File: src/rtl/hazard_ctrl_unit.sv
// hazard_ctrl_unit: priority-ordered hazard controller for the 5-stage pipeline.
// Drives per-latch flush/freeze and pc_en for cache misses, branches/jumps,
// load-use, multi-cycle EX operations and (optionally) unforwarded RAW hazards.
// Latch index: 0 = IF/ID, 1 = ID/EX, 2 = EX/MEM, 3 = MEM/WB.
module hazard_ctrl_unit #(
    parameter int REG_W        = 5,
    parameter int LOAD_BUBBLES = 1,
    parameter int MULTI_LAT    = 4,
    parameter int FWD_EN       = 1,
    parameter int CNT_W        = 16
) (
    input  logic             CLK,
    input  logic             RST,
    input  logic             ihit,
    input  logic             dmem_req,
    input  logic             dhit,
    input  logic             memread_ex,
    input  logic             regwr_ex,
    input  logic             regwr_mem,
    input  logic [REG_W-1:0] rd_ex,
    input  logic [REG_W-1:0] rd_mem,
    input  logic [REG_W-1:0] rs_id,
    input  logic [REG_W-1:0] rt_id,
    input  logic             uses_rt_id,
    input  logic             jump_id,
    input  logic             branch_taken_mem,
    input  logic             mc_start,
    output logic [3:0]       flush,
    output logic [3:0]       freeze,
    output logic             pc_en,
    output logic             mc_busy,
    output logic [CNT_W-1:0] stall_cycles
);

    // cnt counts the remaining MCBUSY cycles after the current one
    localparam int CW = (MULTI_LAT > 1) ? $clog2(MULTI_LAT) : 1;
    localparam logic [CW-1:0] MC_LOAD = CW'(MULTI_LAT - 2);
    localparam logic [CNT_W-1:0] STALL_MAX = {CNT_W{1'b1}};

    typedef enum logic [1:0] {
        RUN     = 2'd0,
        LUSTALL = 2'd1,
        MCBUSY  = 2'd2
    } state_t;

    state_t        state;
    state_t        state_nxt;
    logic [CW-1:0] cnt;
    logic [CW-1:0] cnt_nxt;

    logic hz_ex;
    logic hz_mem;
    logic lu;
    logic raw;
    logic miss;

    // Register 0 is hard-wired zero, so a write to it never creates a dependency
    assign hz_ex  = (rd_ex != '0) &&
                    ((rd_ex == rs_id) || (uses_rt_id && (rd_ex == rt_id)));
    assign hz_mem = (rd_mem != '0) &&
                    ((rd_mem == rs_id) || (uses_rt_id && (rd_mem == rt_id)));
    assign lu     = memread_ex && hz_ex;
    assign raw    = (FWD_EN == 0) && ((regwr_ex && hz_ex) || (regwr_mem && hz_mem));
    assign miss   = dmem_req && !dhit;

    // Priority chain: the first matching hazard owns the outputs and next state
    always_comb begin
        flush     = 4'b0000;
        freeze    = 4'b0000;
        pc_en     = 1'b1;
        mc_busy   = 1'b0;
        state_nxt = state;
        cnt_nxt   = cnt;
        if (RST) begin
            flush = 4'b1111;
            pc_en = 1'b0;
        end else if (miss) begin
            freeze  = 4'b1111;
            pc_en   = 1'b0;
            mc_busy = (state == MCBUSY);
        end else if (branch_taken_mem) begin
            flush     = 4'b0111;
            state_nxt = RUN;
            cnt_nxt   = '0;
        end else if ((state == MCBUSY) || ((state == RUN) && mc_start)) begin
            freeze  = 4'b0011;
            flush   = 4'b0100;
            pc_en   = 1'b0;
            mc_busy = 1'b1;
            if (state == RUN) begin
                state_nxt = MCBUSY;
                cnt_nxt   = MC_LOAD;
            end else if (cnt == '0) begin
                state_nxt = RUN;
            end else begin
                cnt_nxt = cnt - CW'(1);
            end
        end else if ((state == LUSTALL) || ((state == RUN) && (lu || raw))) begin
            freeze = 4'b0001;
            flush  = 4'b0010;
            pc_en  = 1'b0;
            if ((state == RUN) && lu && (LOAD_BUBBLES == 2)) begin
                state_nxt = LUSTALL;
            end else begin
                state_nxt = RUN;
            end
        end else if (jump_id) begin
            flush = 4'b0001;
        end else if (!ihit) begin
            flush = 4'b0001;
            pc_en = 1'b0;
        end
    end

    // State and multi-cycle counter register
    always_ff @(posedge CLK) begin
        if (RST) begin
            state <= RUN;
            cnt   <= '0;
        end else begin
            state <= state_nxt;
            cnt   <= cnt_nxt;
        end
    end

    // Saturating count of cycles in which the PC was held
    always_ff @(posedge CLK) begin
        if (RST) begin
            stall_cycles <= '0;
        end else if (!pc_en && (stall_cycles != STALL_MAX)) begin
            stall_cycles <= stall_cycles + CNT_W'(1);
        end
    end

endmodule

File: config.mk
export PLATFORM = sky130hd
export DESIGN_NAME = hazard_ctrl_unit
export DESIGN_NICKNAME = d
export VERILOG_FILES = /design/src/rtl/hazard_ctrl_unit.sv
export SDC_FILE = /design/constraint.sdc
export NUM_CORES = 1
export LEC_CHECK = 0
export CAP_MARGIN = 0
export CORE_MARGIN = 2
export CORE_UTILIZATION = 35
export DETAILED_ROUTE_END_ITERATION = 12
export PLACE_DENSITY = 0.69
export SETUP_SLACK_MARGIN = 0.2
export SLEW_MARGIN = 30
export SYNTH_ARGS = -nofsm -noshare
export SYNTH_HDL_FRONTEND = slang
export SYNTH_SLANG_ARGS = --single-unit
export TNS_END_PERCENT = 100
File: constraint.sdc
create_clock -name CLK -period 2.7 [get_ports CLK]
set_clock_uncertainty 0.15 [all_clocks]
set_input_delay 0.54 -clock CLK [delete_from_list [all_inputs] [get_ports CLK]]
set_output_delay 0.54 -clock CLK [all_outputs]
set_load 0.02 [all_outputs]
# After elaboration in Yosys (flattened, before gate mapping)
# Index checks and enable logic that the tools add are counted.
# word_totals
output_inout_bits,26
wordCells,64
input_bits,32
ff_bits,20
# op_classes
bitwise_logic,1
add_sub_neg,2
n_reduce_logical,19
eq_ne,7
n_mux,32
# op_table
cell,n
$mux W2,12
$add A16 B1 Y16 const B,1
$ne A16 B16 Y1 const B,1
$mux W1,14
$mux W4,3
$eq A5 B5 Y1,2
$mux W3,3
$logic_and A1 B1 Y1,7
$reduce_and A3 Y1,2
$reduce_bool A5 Y1,1
$logic_not A2 Y1,2
$ne A4 B3 Y1 const B,1
$logic_or A1 B1 Y1,3
$ne A3 B3 Y1 const B,1
$reduce_bool A3 Y1,1
$eq A2 B1 Y1 const B,1
$eq A2 B2 Y1 const B,1
$logic_not A1 Y1,2
$reduce_bool A2 Y1,1
$sub A2 B1 Y2 const B,1
$not A1 Y1,1

# Depth between registers and ports, before layout
# logic_depth
word_depth,14
mapped_depth,8
mapped_depth_nobuf,7

# Least setup slack after synthesis
# Ideal clock, no wire load.
# synth_path
path_kind,input-to-output
start,input port rd_ex[1]
end,output port flush[0]
required_ns,2.010
arrival_ns,1.817
path_stages,5
slack_ns,0.193
path_buffers,0
cell_sequence,or4_1 -> o21ai_2 -> o21a_1 -> o21ai_0 -> a21oi_1
# synth_between
elab_chain_len,12
elab_cells_between_ends,14
classes_between,eq/ne (2); mux (5); reduce/logical (7)
# synth_lines
element,line,rtl
start: declaration,20,"input logic [REG_W-1:0] rd_ex,"
$eq A5 B5 Y1,59,((rd_ex == rs_id) || (uses_rt_id && (rd_ex == rt_id)));
$logic_and A1 B1 Y1,59,
$logic_or A1 B1 Y1,59,
$logic_and A1 B1 Y1 *,58,assign hz_ex = (rd_ex != '0) &&
$logic_and A1 B1 Y1 *,62,assign lu = memread_ex && hz_ex;
$logic_and A1 B1 Y1 *,-,
$logic_or A1 B1 Y1 *,98,end else if ((state == LUSTALL) || ((state == RUN) && (lu || raw))) begin
$mux W2 *,98,
$mux W3 *,85,end else if ((state == MCBUSY) || ((state == RUN) && mc_start)) begin
$mux W3 *,81,end else if (branch_taken_mem) begin
$mux W3 *,77,end else if (miss) begin
$mux W4 *,74,if (RST) begin
end: declaration,28,"output logic [3:0] flush,"
# Mark *: on every way between the ends. The rest lies on a longest branch, timed or not.

# Worst setup path in the final report
# layout_path
start,input port rd_ex[1]
end,output port freeze[0]
# layout_between
elab_chain_len,12
elab_cells_between_ends,14
classes_between,eq/ne (2); mux (5); reduce/logical (7)
# layout_lines
element,line,rtl
$eq A5 B5 Y1,59,
$logic_and A1 B1 Y1,59,
$logic_or A1 B1 Y1,59,
$logic_and A1 B1 Y1 *,58,
$logic_and A1 B1 Y1 *,62,
$logic_and A1 B1 Y1 *,-,
$logic_or A1 B1 Y1 *,98,
$mux W1 *,98,
$mux W2 *,85,
$mux W2 *,81,
$mux W4 *,77,
$mux W4 *,74,
end: declaration,29,"output logic [3:0] freeze,"
# Marked as above.

==> results.cfg <==
[route]
vias_per_cell = 5.18
detail_route.iter0.violations = 73
totalWireLength_mm = 3.46
firstDrtPassIters = 4
drc = 0
ant_nets = 0
wire_per_inst_um = 12.1
vias = 1482

[sta]
hold_slack_ns = 0.374
setup_ws_ns = 0.110
max_freq_mhz = 386
fin_setup_tns_ns = 0
slew_headroom_pct = 75.8
slew_viol_final = 0
rsz0062_at_grt = yes
final.period_utilization_pct = 95.9
hold_viol = 0
period_needed_ns = 2.59
setup_viol = 0
worst_pin_slew_ns = 0.362

[floorplanning]
pin_count = 58
core_area_um2 = 3660
die_area_um2 = 4310
rows = 22
start_util_pct = 36.3
die_width_um = 65.6
die_h_um = 65.6

[clock_network]
clockBufferDepth = 2
cts_tree = yes
h-tree-depth = 1
tritoncts.num_buffers = 3
clock_sinks = 19
clk_pin_slew_ns = 0.07
root_buffer = clkbuf_8
clk_latency_ns = 0.26

[synthesis]
synth_cell_types = 40
syn_avg_cell_area_um2 = 7.73
synth-edff-count = 0
synth-seq-area-share_pct = 28.6
synth_ff_type = dfxtp_1
yosys_warnings = 0
synth_seq_cells = 19
netlist_instances = 172
syn_area_um2 = 1330
syn-num-nets = 206
synthArstFlopShare_pct = 0

[grt]
grt_pass1_wl_mm = 5.54
antenna_found_initial = 0
grt_max_degree = 31
grt_pass1_vias = 1296
track_usage_pct = 15.9
grt_remaining_overflow = 0

[place]
pre_cts_ws_ns = -0.718
place.gp.congestion = 0.808
place_inst = 279
portBuffers = 50
hpwl_mm = 2.50

[flow_run]
drv_cap = 0

[critical_path]
crit_type = in2out
path_cells = buf_8 -> or4_4 -> o21ai_4 -> o21a_1 -> nor3_2 -> or2_4 -> buf_6
crit_slowest_cell = or4_4
cpPeakStageDelay_ns = 0.53
cp_top_family = simple AND/OR/NAND/NOR gates
crit_path_max_fanout = 2
cp.depth = 7
timing.rr.end = stall_cycles[6]$_SDFFE_PP0P_
worstPathRequired_ns = 2.01
worstReg2RegStart = stall_cycles[0]$_SDFFE_PP0P_
startpoint_type = input pin
reg2reg_slack_ns = 0.49
worstPathBufferInverterCount = 2
r2r_cells = 7
arrival_ns = 1.90
critPathCaptureType = primary output

[worst_hold_path]
hold_end = stall_cycles[9]$_SDFFE_PP0P_
hold_depth = 2
hp-start = stall_cycles[9]$_SDFFE_PP0P_
hp-class = reg2reg

[cells_and_area]
layout_common_cells = nor2_1, clkdlybuf4s50_1, buf_4
diodes = 0
stdcell_count = 286
area_growth_syn_to_layout_pct = 61.3
nets = 273
n_fill_cell = 359
drive_gt1_share_pct = 29.0
layout_commonest_cell = nor2_1

[power]
power_density_nw_per_um2 = 334
power_leakage_nw = 0.868
p_total_mw = 0.716
vdd_drop_max_mv = 0.308

[outcome]
status = complete, no violations
[what timing repair did]
item | in CTS | in global routing
buffers inserted | 2 | 1
endpoints found under the setup margin | 26 | 20
pin swaps | 22 | 15
gates resized for setup | 93 | 27
hold buffers | 0 | 0
[report_power, final]
part | switching [mW] | total (mW) | internal, mW | leakage [nW]
combinational | 0.103 | 0.219 | 0.116 | 0.689
sequential | 0.00903 | 0.297 | 0.288 | 0.154
clock | 0.0979 | 0.201 | 0.103 | 0.0255
total | 0.210 | 0.716 | 0.507 | 0.868
[cells by family after synthesis]
group,share of synthesized area (%)
xor+xnor,6.59
flops,28.6
buf+inv,5.27
mux,5.74
compound gates,17.4
fa+ha+maj,1.88
simple gates,34.5
[metal layers]
layer / wire, µm / share of wire, % / GRT usage [%] / vias to the layer above
met2: 1620 / 47 / 26.8 / 54
met5: 0 / 0 / 0 / -
met3: 266 / 7.7 / 2.91 / 4
met4: 34 / 0.98 / 5.47 / 0
met1: 1530 / 44 / 20.3 / 670
li1: - / - / - / 754
[worst max-delay path by stage]
stage               startpoint   endpoint  slack [ns]
floorplan             rd_ex[1]      pc_en        0.25
global placement      rd_ex[1]      pc_en       -0.71
detailed placement    rd_ex[1]      pc_en       -0.72
CTS                       dhit      pc_en        0.12
global route          rd_ex[1]  freeze[0]        0.06
finish                rd_ex[1]  freeze[0]        0.11
[cells in the mapped netlist (all sizes together), types with 2 or more instances]
cell type | number | share of area, %
a21oi | 11 | 4.1
a22oi | 2 | 1.5
and3 | 2 | 0.94
buf | 5 | 2.7
clkbuf | 6 | 1.7
dfxtp | 19 | 29
ha | 2 | 1.9
inv | 3 | 0.85
mux2 | 5 | 4.2
mux2i | 2 | 1.5
nand2 | 10 | 2.8
nand2b | 6 | 2.8
nand3 | 5 | 1.9
nand4 | 6 | 2.8
nor2 | 25 | 7.1
nor2b | 7 | 3.3
nor3 | 8 | 3.0
nor4 | 4 | 2.4
nor4b | 2 | 1.8
o21a | 2 | 1.1
o21ai | 7 | 2.9
o21bai | 3 | 1.7
o31ai | 4 | 2.3
or2 | 3 | 1.4
or3 | 2 | 0.94
or4 | 5 | 2.8
xor2 | 9 | 5.9
[state kept, by name (all words and copies together) (netlist names)]
name and flops:
cnt 2, state 1, stall_cycles 16
[worst reg2reg max path, delay by kind of cell (launching register included)]
kind	cells	cell delay (ns)
AND/OR/NAND/NOR	5	1.04
adder cells (fa/ha/maj)	1	0.20
flip-flops	1	0.42
multiplexers	1	0.30
[per-stage QoR]
| stage | util (%) | cell area (µm²) |
|---|---|---|
| detailed placement | 54.2 | 1980 |
| floorplan | - | 1330 |
| global route | 58.5 | 2140 |
| global placement | 54.2 | 1980 |
| finish | 58.5 | 2140 |
| CTS | 56.5 | 2070 |
[area by class of cell]
type                    count  area [µm²]  share of cell area [%]
clock inverters             1        5.00                   0.234
inverters                   3        11.3                   0.525
flip-flops and latches     19         380                    17.7
clock buffers               3        41.3                    1.93
multi-input cells         139         967                    45.1
repair buffers             73         678                    31.6
well taps                  48        60.1                    2.80
Power figures use the tool's default switching activity.
